<file path="config.mk">
export PLATFORM = sky130hd
export DESIGN_NAME = traffic_phase_ctrl
export DESIGN_NICKNAME = d
export VERILOG_FILES = /design/src/rtl/traffic_pkg.sv /design/src/rtl/traffic_phase_ctrl_timer.sv /design/src/rtl/traffic_phase_ctrl.sv
export SDC_FILE = /design/constraint.sdc
export NUM_CORES = 1
export LEC_CHECK = 0
export CAP_MARGIN = 20
export CORE_MARGIN = 2
export CORE_UTILIZATION = 57
export CTS_CLUSTER_DIAMETER = 40
export DETAILED_ROUTE_END_ITERATION = 16
export GPL_ROUTABILITY_DRIVEN = 0
export PLACE_DENSITY_LB_ADDON = 0.08
export SETUP_SLACK_MARGIN = 0.02
export SYNTH_ARGS = -nofsm -noshare
export SYNTH_HDL_FRONTEND = slang
export SYNTH_SLANG_ARGS = --single-unit
export TNS_END_PERCENT = 100
</file>
<file path="constraint.sdc">
create_clock -name clock -period 4.7 [get_ports clock]
set_clock_uncertainty 0.2 [all_clocks]
set_input_delay 1.41 -clock clock [delete_from_list [all_inputs] [get_ports clock]]
set_output_delay 1.41 -clock clock [all_outputs]
set_load 0.05 [all_outputs]
</file>
<file path="src/rtl/traffic_pkg.sv">
// Shared definitions for the traffic phase controller: phase encoding,
// lamp codes and the phase-to-lamp decode.
package traffic_pkg;

    // Phase codes as seen on the phase output.
    typedef enum logic [2:0] {
        PH_MAIN_GREEN  = 3'd0,
        PH_MAIN_YELLOW = 3'd1,
        PH_ALL_RED_A   = 3'd2,
        PH_SIDE_GREEN  = 3'd3,
        PH_SIDE_YELLOW = 3'd4,
        PH_ALL_RED_B   = 3'd5
    } phase_e;

    // One-hot lamp codes {red, yellow, green}.
    localparam logic [2:0] LAMP_RED = 3'b100;
    localparam logic [2:0] LAMP_YEL = 3'b010;
    localparam logic [2:0] LAMP_GRN = 3'b001;

    // Returns {main_light, side_light} for a phase; unknown codes show all red.
    function automatic logic [5:0] phase_lamps(input phase_e p);
        logic [5:0] lamps;
        case (p)
            PH_MAIN_GREEN:  lamps = {LAMP_GRN, LAMP_RED};
            PH_MAIN_YELLOW: lamps = {LAMP_YEL, LAMP_RED};
            PH_ALL_RED_A:   lamps = {LAMP_RED, LAMP_RED};
            PH_SIDE_GREEN:  lamps = {LAMP_RED, LAMP_GRN};
            PH_SIDE_YELLOW: lamps = {LAMP_RED, LAMP_YEL};
            PH_ALL_RED_B:   lamps = {LAMP_RED, LAMP_RED};
            default:        lamps = {LAMP_RED, LAMP_RED};
        endcase
        return lamps;
    endfunction

endpackage

</file>
<file path="src/rtl/traffic_phase_ctrl_timer.sv">
// Shared phase timer: counts cycles since the last phase entry, with a
// synchronous clear, optional saturation at limit-1 and a terminal-count flag.
module phase_timer #(
    parameter int CNT_W = 8
) (
    input  logic             clk,
    input  logic             rst,
    input  logic             clr,
    input  logic             sat,
    input  logic [CNT_W-1:0] limit,
    output logic [CNT_W-1:0] count,
    output logic             tc
);

    // Terminal count: the current phase has run its full duration.
    assign tc = (count == limit - CNT_W'(1));

    // Counter: clear on phase entry, otherwise increment unless held at limit-1.
    always_ff @(posedge clk or posedge rst) begin
        if (rst) begin
            count <= '0;
        end else if (clr) begin
            count <= '0;
        end else if (!(sat && tc)) begin
            count <= count + CNT_W'(1);
        end
    end

endmodule

</file>
<file path="src/rtl/traffic_phase_ctrl.sv">
// Main/side intersection phase controller. Registers the side-road request
// vote, sequences green/yellow/all-red phases on one shared timer and applies
// the emergency override. All outputs are registered Moore outputs.
module traffic_phase_ctrl
    import traffic_pkg::*;
#(
    parameter int MIN_GREEN  = 8,
    parameter int SIDE_GREEN = 6,
    parameter int YELLOW     = 3,
    parameter int ALL_RED    = 1,
    parameter int CNT_W      = 8
) (
    input  logic       clock,
    input  logic       reset,
    input  logic       req,
    input  logic       emerg,
    output logic [2:0] main_light,
    output logic [2:0] side_light,
    output logic [2:0] phase,
    output logic       cycle_done
);

    localparam int MAX_DUR = (1 << CNT_W) - 1;

    if (MIN_GREEN < 1 || MIN_GREEN > MAX_DUR) begin : g_bad_min_green
        $error("MIN_GREEN out of range for CNT_W");
    end
    if (SIDE_GREEN < 1 || SIDE_GREEN > MAX_DUR) begin : g_bad_side_green
        $error("SIDE_GREEN out of range for CNT_W");
    end
    if (YELLOW < 1 || YELLOW > MAX_DUR) begin : g_bad_yellow
        $error("YELLOW out of range for CNT_W");
    end
    if (ALL_RED < 1 || ALL_RED > MAX_DUR) begin : g_bad_all_red
        $error("ALL_RED out of range for CNT_W");
    end

    phase_e           state;
    phase_e           state_nx;
    logic             req_q;
    logic [CNT_W-1:0] limit;
    logic [CNT_W-1:0] count;
    logic             tc;
    logic             timer_clr;

    // Phase duration selected by the current phase.
    always_comb begin
        limit = CNT_W'(ALL_RED);
        case (state)
            PH_MAIN_GREEN:  limit = CNT_W'(MIN_GREEN);
            PH_MAIN_YELLOW: limit = CNT_W'(YELLOW);
            PH_ALL_RED_A:   limit = CNT_W'(ALL_RED);
            PH_SIDE_GREEN:  limit = CNT_W'(SIDE_GREEN);
            PH_SIDE_YELLOW: limit = CNT_W'(YELLOW);
            PH_ALL_RED_B:   limit = CNT_W'(ALL_RED);
            default:        limit = CNT_W'(ALL_RED);
        endcase
    end

    // Next phase: clearance phases always run out; emerg holds main green and
    // cuts side green short; illegal codes recover through all-red.
    always_comb begin
        state_nx = state;
        case (state)
            PH_MAIN_GREEN:  if (tc && req_q && !emerg) state_nx = PH_MAIN_YELLOW;
            PH_MAIN_YELLOW: if (tc) state_nx = PH_ALL_RED_A;
            PH_ALL_RED_A:   if (tc) state_nx = PH_SIDE_GREEN;
            PH_SIDE_GREEN:  if (tc || emerg) state_nx = PH_SIDE_YELLOW;
            PH_SIDE_YELLOW: if (tc) state_nx = PH_ALL_RED_B;
            PH_ALL_RED_B:   if (tc) state_nx = PH_MAIN_GREEN;
            default:        state_nx = PH_ALL_RED_B;
        endcase
    end

    assign timer_clr = (state_nx != state);

    // Saturation is harmless outside main green since every other phase leaves
    // on terminal count, so it is held on to guarantee the timer never wraps.
    phase_timer #(
        .CNT_W (CNT_W)
    ) u_timer (
        .clk   (clock),
        .rst   (reset),
        .clr   (timer_clr),
        .sat   (1'b1),
        .limit (limit),
        .count (count),
        .tc    (tc)
    );

    // State, request capture and outputs decoded from the next state so the
    // lamps change on the same edge as the state register.
    always_ff @(posedge clock or posedge reset) begin
        if (reset) begin
            state      <= PH_MAIN_GREEN;
            req_q      <= 1'b0;
            main_light <= LAMP_GRN;
            side_light <= LAMP_RED;
            phase      <= 3'd0;
            cycle_done <= 1'b0;
        end else begin
            state                    <= state_nx;
            req_q                    <= req;
            {main_light, side_light} <= phase_lamps(state_nx);
            phase                    <= state_nx;
            cycle_done               <= (state_nx == PH_MAIN_GREEN) && (state != PH_MAIN_GREEN);
        end
    end

endmodule
</file>
After elaboration in Yosys (flattened, before gate mapping)
Index checks and enable logic that the tools add are counted.
Widths: inputs -> output; s select.

word-level totals
  output and inout bits = 10
  register bits after elaboration = 19
  bits of input ports = 4

operators by class
  reductions and logical operators = 9
  $add $sub $neg = 2
  equal/unequal tests = 11
  muxes and demuxes = 11

operator list
  kind                 number
  $pmux 6 s4           1
  $mux 3               6
  $pmux 3 s6           1
  $mux 8               2
  $pmux 4 s3           1
  $eq 3x2->1 const B   3
  $eq 3x3->1 const B   3
  $add 8x1->8 const B  1
  $eq 8x8->1           1
  $eq 3x1->1 const B   2
  $logic_not 3->1      2
  $sub 4x1->5 const B  1
  $logic_and 1x1->1    3
  $ne 3x3->1           1
  $reduce_bool 3->1    1
  $ne 2x1->1 const B   1
  $reduce_or 2->1      1
  $logic_not 1->1      1
  $logic_or 1x1->1     1

Logic depth before layout (Yosys ltp)
  word-level depth = 11
  mapped depth = 11
  depth with buffers taken out = 9

Modules after synthesis
Synthesis repeated with hierarchy kept, for this count alone.

unflattened totals
  cells, all modules = 137
  area, all modules = 1268.7 um^2

by module, submodules not included
  module              cells each  instances  area each (um^2)
  phase_timer         77          1          691.9
  traffic_phase_ctrl  60          1          576.8

Worst setup path after synthesis
OpenSTA, ideal clock, no wires.

  kind = flip-flop to flip-flop
  start = register state[0]
  end = register side_light[0]
  path buffers = 2
  clock period less this slack = 3.161 ns
  stages on the path, launching flop included = 10
  path slack = 1.539 ns
  data required time = 4.414 ns
  arrival time = 2.875 ns
  cell sequence = dfrtp_1 -> buf_2 -> buf_2 -> mux2_2 -> ha_1 -> xor2_2 -> xnor2_2 -> nor4_4 -> mux2_2 -> nor3_1

on the way
  longest elaborated chain between the ends = 11
  elaborated cells on any way between the ends = 25
  those cells by class = add/sub: 1; eq/ne: 9; mux: 9; reduce/logical: 6

ends and longest elaborated chain
  what                                      line                                                source
  start: declaration                        traffic_phase_ctrl.sv:38                            phase_e state;
  start signal: assignment                  traffic_phase_ctrl.sv:102                           state <= state_nx;
  $eq 3x3->1 or $eq 3x1->1 (tied branches)  traffic_phase_ctrl.sv:49, traffic_phase_ctrl.sv:64
  $reduce_or 2->1 (no line)                 --
  $pmux 4 s3                                traffic_phase_ctrl.sv:49                            case (state)
  $sub 4x1->5                               traffic_phase_ctrl_timer.sv:16                      assign tc = (count == limit - CNT_W'(1));
  $eq 8x8->1                                traffic_phase_ctrl_timer.sv:16
  $logic_and 1x1->1 (2 in a row)            traffic_phase_ctrl.sv:65                            PH_MAIN_GREEN: if (tc && req_q && !emerg) state_nx = PH_MAIN_YELLOW;
  $mux 3                                    traffic_phase_ctrl.sv:65
  $pmux 3 s6 *                              traffic_phase_ctrl.sv:64                            case (state)
  $eq 3x3->1 (tied with other cells)        traffic_pkg.sv:23                                   case (p)
  $pmux 6 s4 *                              traffic_pkg.sv:23
  end signal: assignment                    traffic_phase_ctrl.sv:104                           {main_light, side_light} <= phase_lamps(state_nx);
  end: declaration                          traffic_phase_ctrl.sv:18                            output logic [2:0] side_light,

Every way passes the cells marked *; elsewhere a longest branch is shown, timed or not.
A chain may end at the register's enable or synchronous reset.

==> impl_metrics.env <==
export IMPL_path_clk_slew_ns=0.10
export IMPL_detail_routed_net_length_per_standard_cell_microns=14.2
export IMPL_crit_arrival_ns=1.97
export IMPL_post_route_drc_count=0
export IMPL_worst_hold_path_type="register to register"
export IMPL_timing_final_crit_period_ns=3.58
export IMPL_grt_overflow_total=0
export IMPL_grt_max_degree=22
export IMPL_cts_root_buffer="sky130_fd_sc_hd__clkbuf_4"
export IMPL_synth_xor_xnor_area_share=0.0779
export IMPL_design_die_area_sq_um=2280
export IMPL_rsz_0062_raised_after_global_routing="no"
export IMPL_postCtsSetupBuffers=0
export IMPL_timing_hold_worst_path_depth=2
export IMPL_timing_max_slew_rel_slack=0.467
export IMPL_synth_top_family_by_area="simple AND/OR/NAND/NOR gates"
export IMPL_outcome="completed"
export IMPL_synth_cell_types=42
export IMPL_slew_violations=0
export IMPL_grt_antenna_before_repair=0
export IMPL_post_cts_resize_count=0
export IMPL_synth_compound_area_frac=0.153
export IMPL_clock_sink_count=19
export IMPL_via_count=823
export IMPL_yosysWarningCount=0
export IMPL_critical_path_endpoint_type="primary output"
export IMPL_timing_rr_start="state[2]$_DFF_PP0_"
export IMPL_hold_buffers=0
export IMPL_synth_top_cell_area_share=0.389
export IMPL_r2r_setup_slack_ns=1.32
export IMPL_r2r_cells=8
export IMPL_mappedNetlistArea_sq_um=1090
export IMPL_start_kind="register"
export IMPL_antenna_cells=0
export IMPL_yosys_mux_area_fraction=0.0435
export IMPL_cts_root_to_sink_buffers=2
export IMPL_cp_slowest_stage_delay_ns=0.92
export IMPL_initial_drt_markers=18
export IMPL_area_delta_synth_final_pct=14.0
export IMPL_synthAdderAreaFrac=0.0229
export IMPL_die_w_microns=47.8
export IMPL_hpwl_reported_at_the_end_of_detailed_placement_mm=1.51
export IMPL_initial_utilization=0.619
export IMPL_timing_worst_slew_pin_value_ns=0.793
export IMPL_global_route_wire_length_before_repair_mm=3.25
export IMPL_max_freq_ghz=0.280
export IMPL_post_route_cells_drive_above_1_share=0.124
export IMPL_totalNegativeSetupSlack_ns=0
export IMPL_yosys_register_bits=19
export IMPL_synth_common_cells="17 x sky130_fd_sc_hd__dfrtp_1, 9 x sky130_fd_sc_hd__nor2_1, 8 x sky130_fd_sc_hd__nand2_1, 6 x sky130_fd_sc_hd__a21oi_1, 5 x sky130_fd_sc_hd__xor2_1"
export IMPL_coreArea_sq_um=1760
export IMPL_cp_num_buf_inv=1
export IMPL_number_of_flops_mapped_to_enable_cells_by_yosys=0
export IMPL_tritoncts_num_buffers=3
export IMPL_worst_hold_startpoint="u_timer.count[7]$_DFFE_PP0P_"
export IMPL_nets=128
export IMPL_num_io_pins=14
export IMPL_synthArstFlopShare=1.00
export IMPL_syn_avg_cell_area_sq_um=9.93
export IMPL_timing_final_hold_violations=0
export IMPL_synth_most_common_cell="sky130_fd_sc_hd__dfrtp_1"
export IMPL_number_of_global_route_vias_before_repair=750
export IMPL_gate_count_of_the_mapped_netlist=110
export IMPL_insertion_delay_ns=0.29
export IMPL_worstHoldEndpoint="u_timer.count[7]$_DFFE_PP0P_"
export IMPL_crit_path_top_delay_cell="sky130_fd_sc_hd__clkdlybuf4s50_1"
export IMPL_syn_nets=116
export IMPL_grt_util_all_layers=0.209
export IMPL_crit_path_cell_trace="clkdlybuf4s50_1"
export IMPL_detailedRoute_firstPassIterationCount=4
export IMPL_ant_nets=0
export IMPL_worstPathMaxFanout=21
export IMPL_ys_top_cells_by_area="sky130_fd_sc_hd__dfrtp_1 39%, sky130_fd_sc_hd__dfstp_2 4.8%, sky130_fd_sc_hd__xor2_1 4.0%, sky130_fd_sc_hd__nor2_1 3.1%, sky130_fd_sc_hd__a21oi_1 2.7%"
export IMPL_drt_vias_per_instance=5.64
export IMPL_worstPathRequired_ns=3.09
export IMPL_final_report_setup_violation_count=0
export IMPL_routed_wirelength_mm=2.08
export IMPL_cts_htree_levels=1
export IMPL_simple_gate_share_of_the_synthesized_area=0.219
export IMPL_port_buffer_count=13
export IMPL_top_reg_cell_synth="sky130_fd_sc_hd__dfrtp_1"
export IMPL_worst_setup_path_type="register to primary output"
export IMPL_synth_seq_area_share=0.438
export IMPL_tritoncts="done"
export IMPL_timing_final_crit_share=0.761
export IMPL_synth_area_leader_cell="sky130_fd_sc_hd__dfrtp_1"
export IMPL_fp_row_count=15
export IMPL_max_cap_violations=0
export IMPL_r2r_end="side_light[0]$_DFF_PP0_"
export IMPL_die_height_microns=47.8
export IMPL_cp_top_family="buffers and inverters"
export IMPL_critical_path_startpoint="state[0]$_DFF_PP0_"
-- worst reg2reg max path, stage by stage, from the launching register on --
cell                      delay [ns]
sky130_fd_sc_hd__dfrtp_1        0.68
sky130_fd_sc_hd__nand2_1        0.23
sky130_fd_sc_hd__mux2_2         0.32
sky130_fd_sc_hd__ha_1           0.21
sky130_fd_sc_hd__xor2_2         0.16
sky130_fd_sc_hd__xnor2_2        0.19
sky130_fd_sc_hd__nor4_4         0.75
sky130_fd_sc_hd__mux2_2         0.41
sky130_fd_sc_hd__nor3_1         0.15
-- cell type report --
type                            count  area (sq um)
Timing Repair Buffer               13           130
Clock buffer                        4          26.3
Tap cell                           25          31.3
Fill cell                         142           519
Sequential cell                    19           478
Multi-Input combinational cell     81           564
Inverter                            4          15.0
-- layer usage --
layer | GRT usage | routed length [microns]
met5 | 0 | 0
met4 | 0.108 | 34
met3 | 0.0340 | 40
met2 | 0.336 | 1030
met1 | 0.268 | 977
-- worst max-delay path by stage --
stage / endpoint / slack, ns / cells after the start
final: phase[0] / 1.12 / 1
after CTS: phase[0] / 1.13 / 1
after global placement: side_light[0]$_DFF_PP0_ / 1.44 / 8
after floorplan: side_light[0]$_DFF_PP0_ / 1.54 / 9
after detailed placement: side_light[0]$_DFF_PP0_ / 1.35 / 8
after global routing: side_light[0]$_DFF_PP0_ / 1.01 / 8
-- kinds of logic (layout without fill, tap and decap cells) --
group	Yosys count	after routing
flip-flops	19	19
AO/OA/AOI/OAI	25	25
AND/OR/NAND/NOR	42	42
XOR/XNOR	8	8
multiplexers	4	4
adder cells (fa/ha/maj)	2	2
buffers and inverters	10	21
-- cells in the final DEF, fill, tap and decap left out, types with 2 or more instances in the layout --
cell / instances
sky130_fd_sc_hd__nor2b_1: 2
sky130_fd_sc_hd__o21ai_1: 3
sky130_fd_sc_hd__clkbuf_4: 3
sky130_fd_sc_hd__dfrtp_1: 17
sky130_fd_sc_hd__dfstp_2: 2
sky130_fd_sc_hd__xor2_1: 5
sky130_fd_sc_hd__a211o_1: 2
sky130_fd_sc_hd__nor2_1: 9
sky130_fd_sc_hd__o21a_1: 2
sky130_fd_sc_hd__inv_1: 4
sky130_fd_sc_hd__ha_1: 2
sky130_fd_sc_hd__nand3b_1: 3
sky130_fd_sc_hd__nand3_1: 4
sky130_fd_sc_hd__o21ai_0: 4
sky130_fd_sc_hd__clkdlybuf4s50_1: 13
sky130_fd_sc_hd__nand2_1: 8
sky130_fd_sc_hd__a22oi_1: 2
sky130_fd_sc_hd__a21oi_1: 6
sky130_fd_sc_hd__mux2_2: 2
sky130_fd_sc_hd__or3_1: 3
sky130_fd_sc_hd__nor3_1: 4
-- state kept, by name, summed over array words and instances (netlist names) --
signal	flops
req_q	1
state	3
u_timer.count	8
cycle_done	1
side_light	3
main_light	3
-- through the flow --
step           hold slack [ns]  instance area (sq um)  setup WS, ns  cells   util
2_1_floorplan            0.323                   1090          1.54    110      -
3_3_place_gp             0.375                   1220          1.44    142  0.691
3_5_place_dp             0.374                   1220          1.35    142  0.691
4_1_cts                  0.396                   1240          1.13    146  0.706
5_1_grt                  0.415                   1240          1.01    146  0.706
6_report                 0.391                   1240          1.12    146  0.706
Power is left out: the tool's default activity adds up to more than one toggle a clock period on the data nets, which glitch-free logic cannot reach.
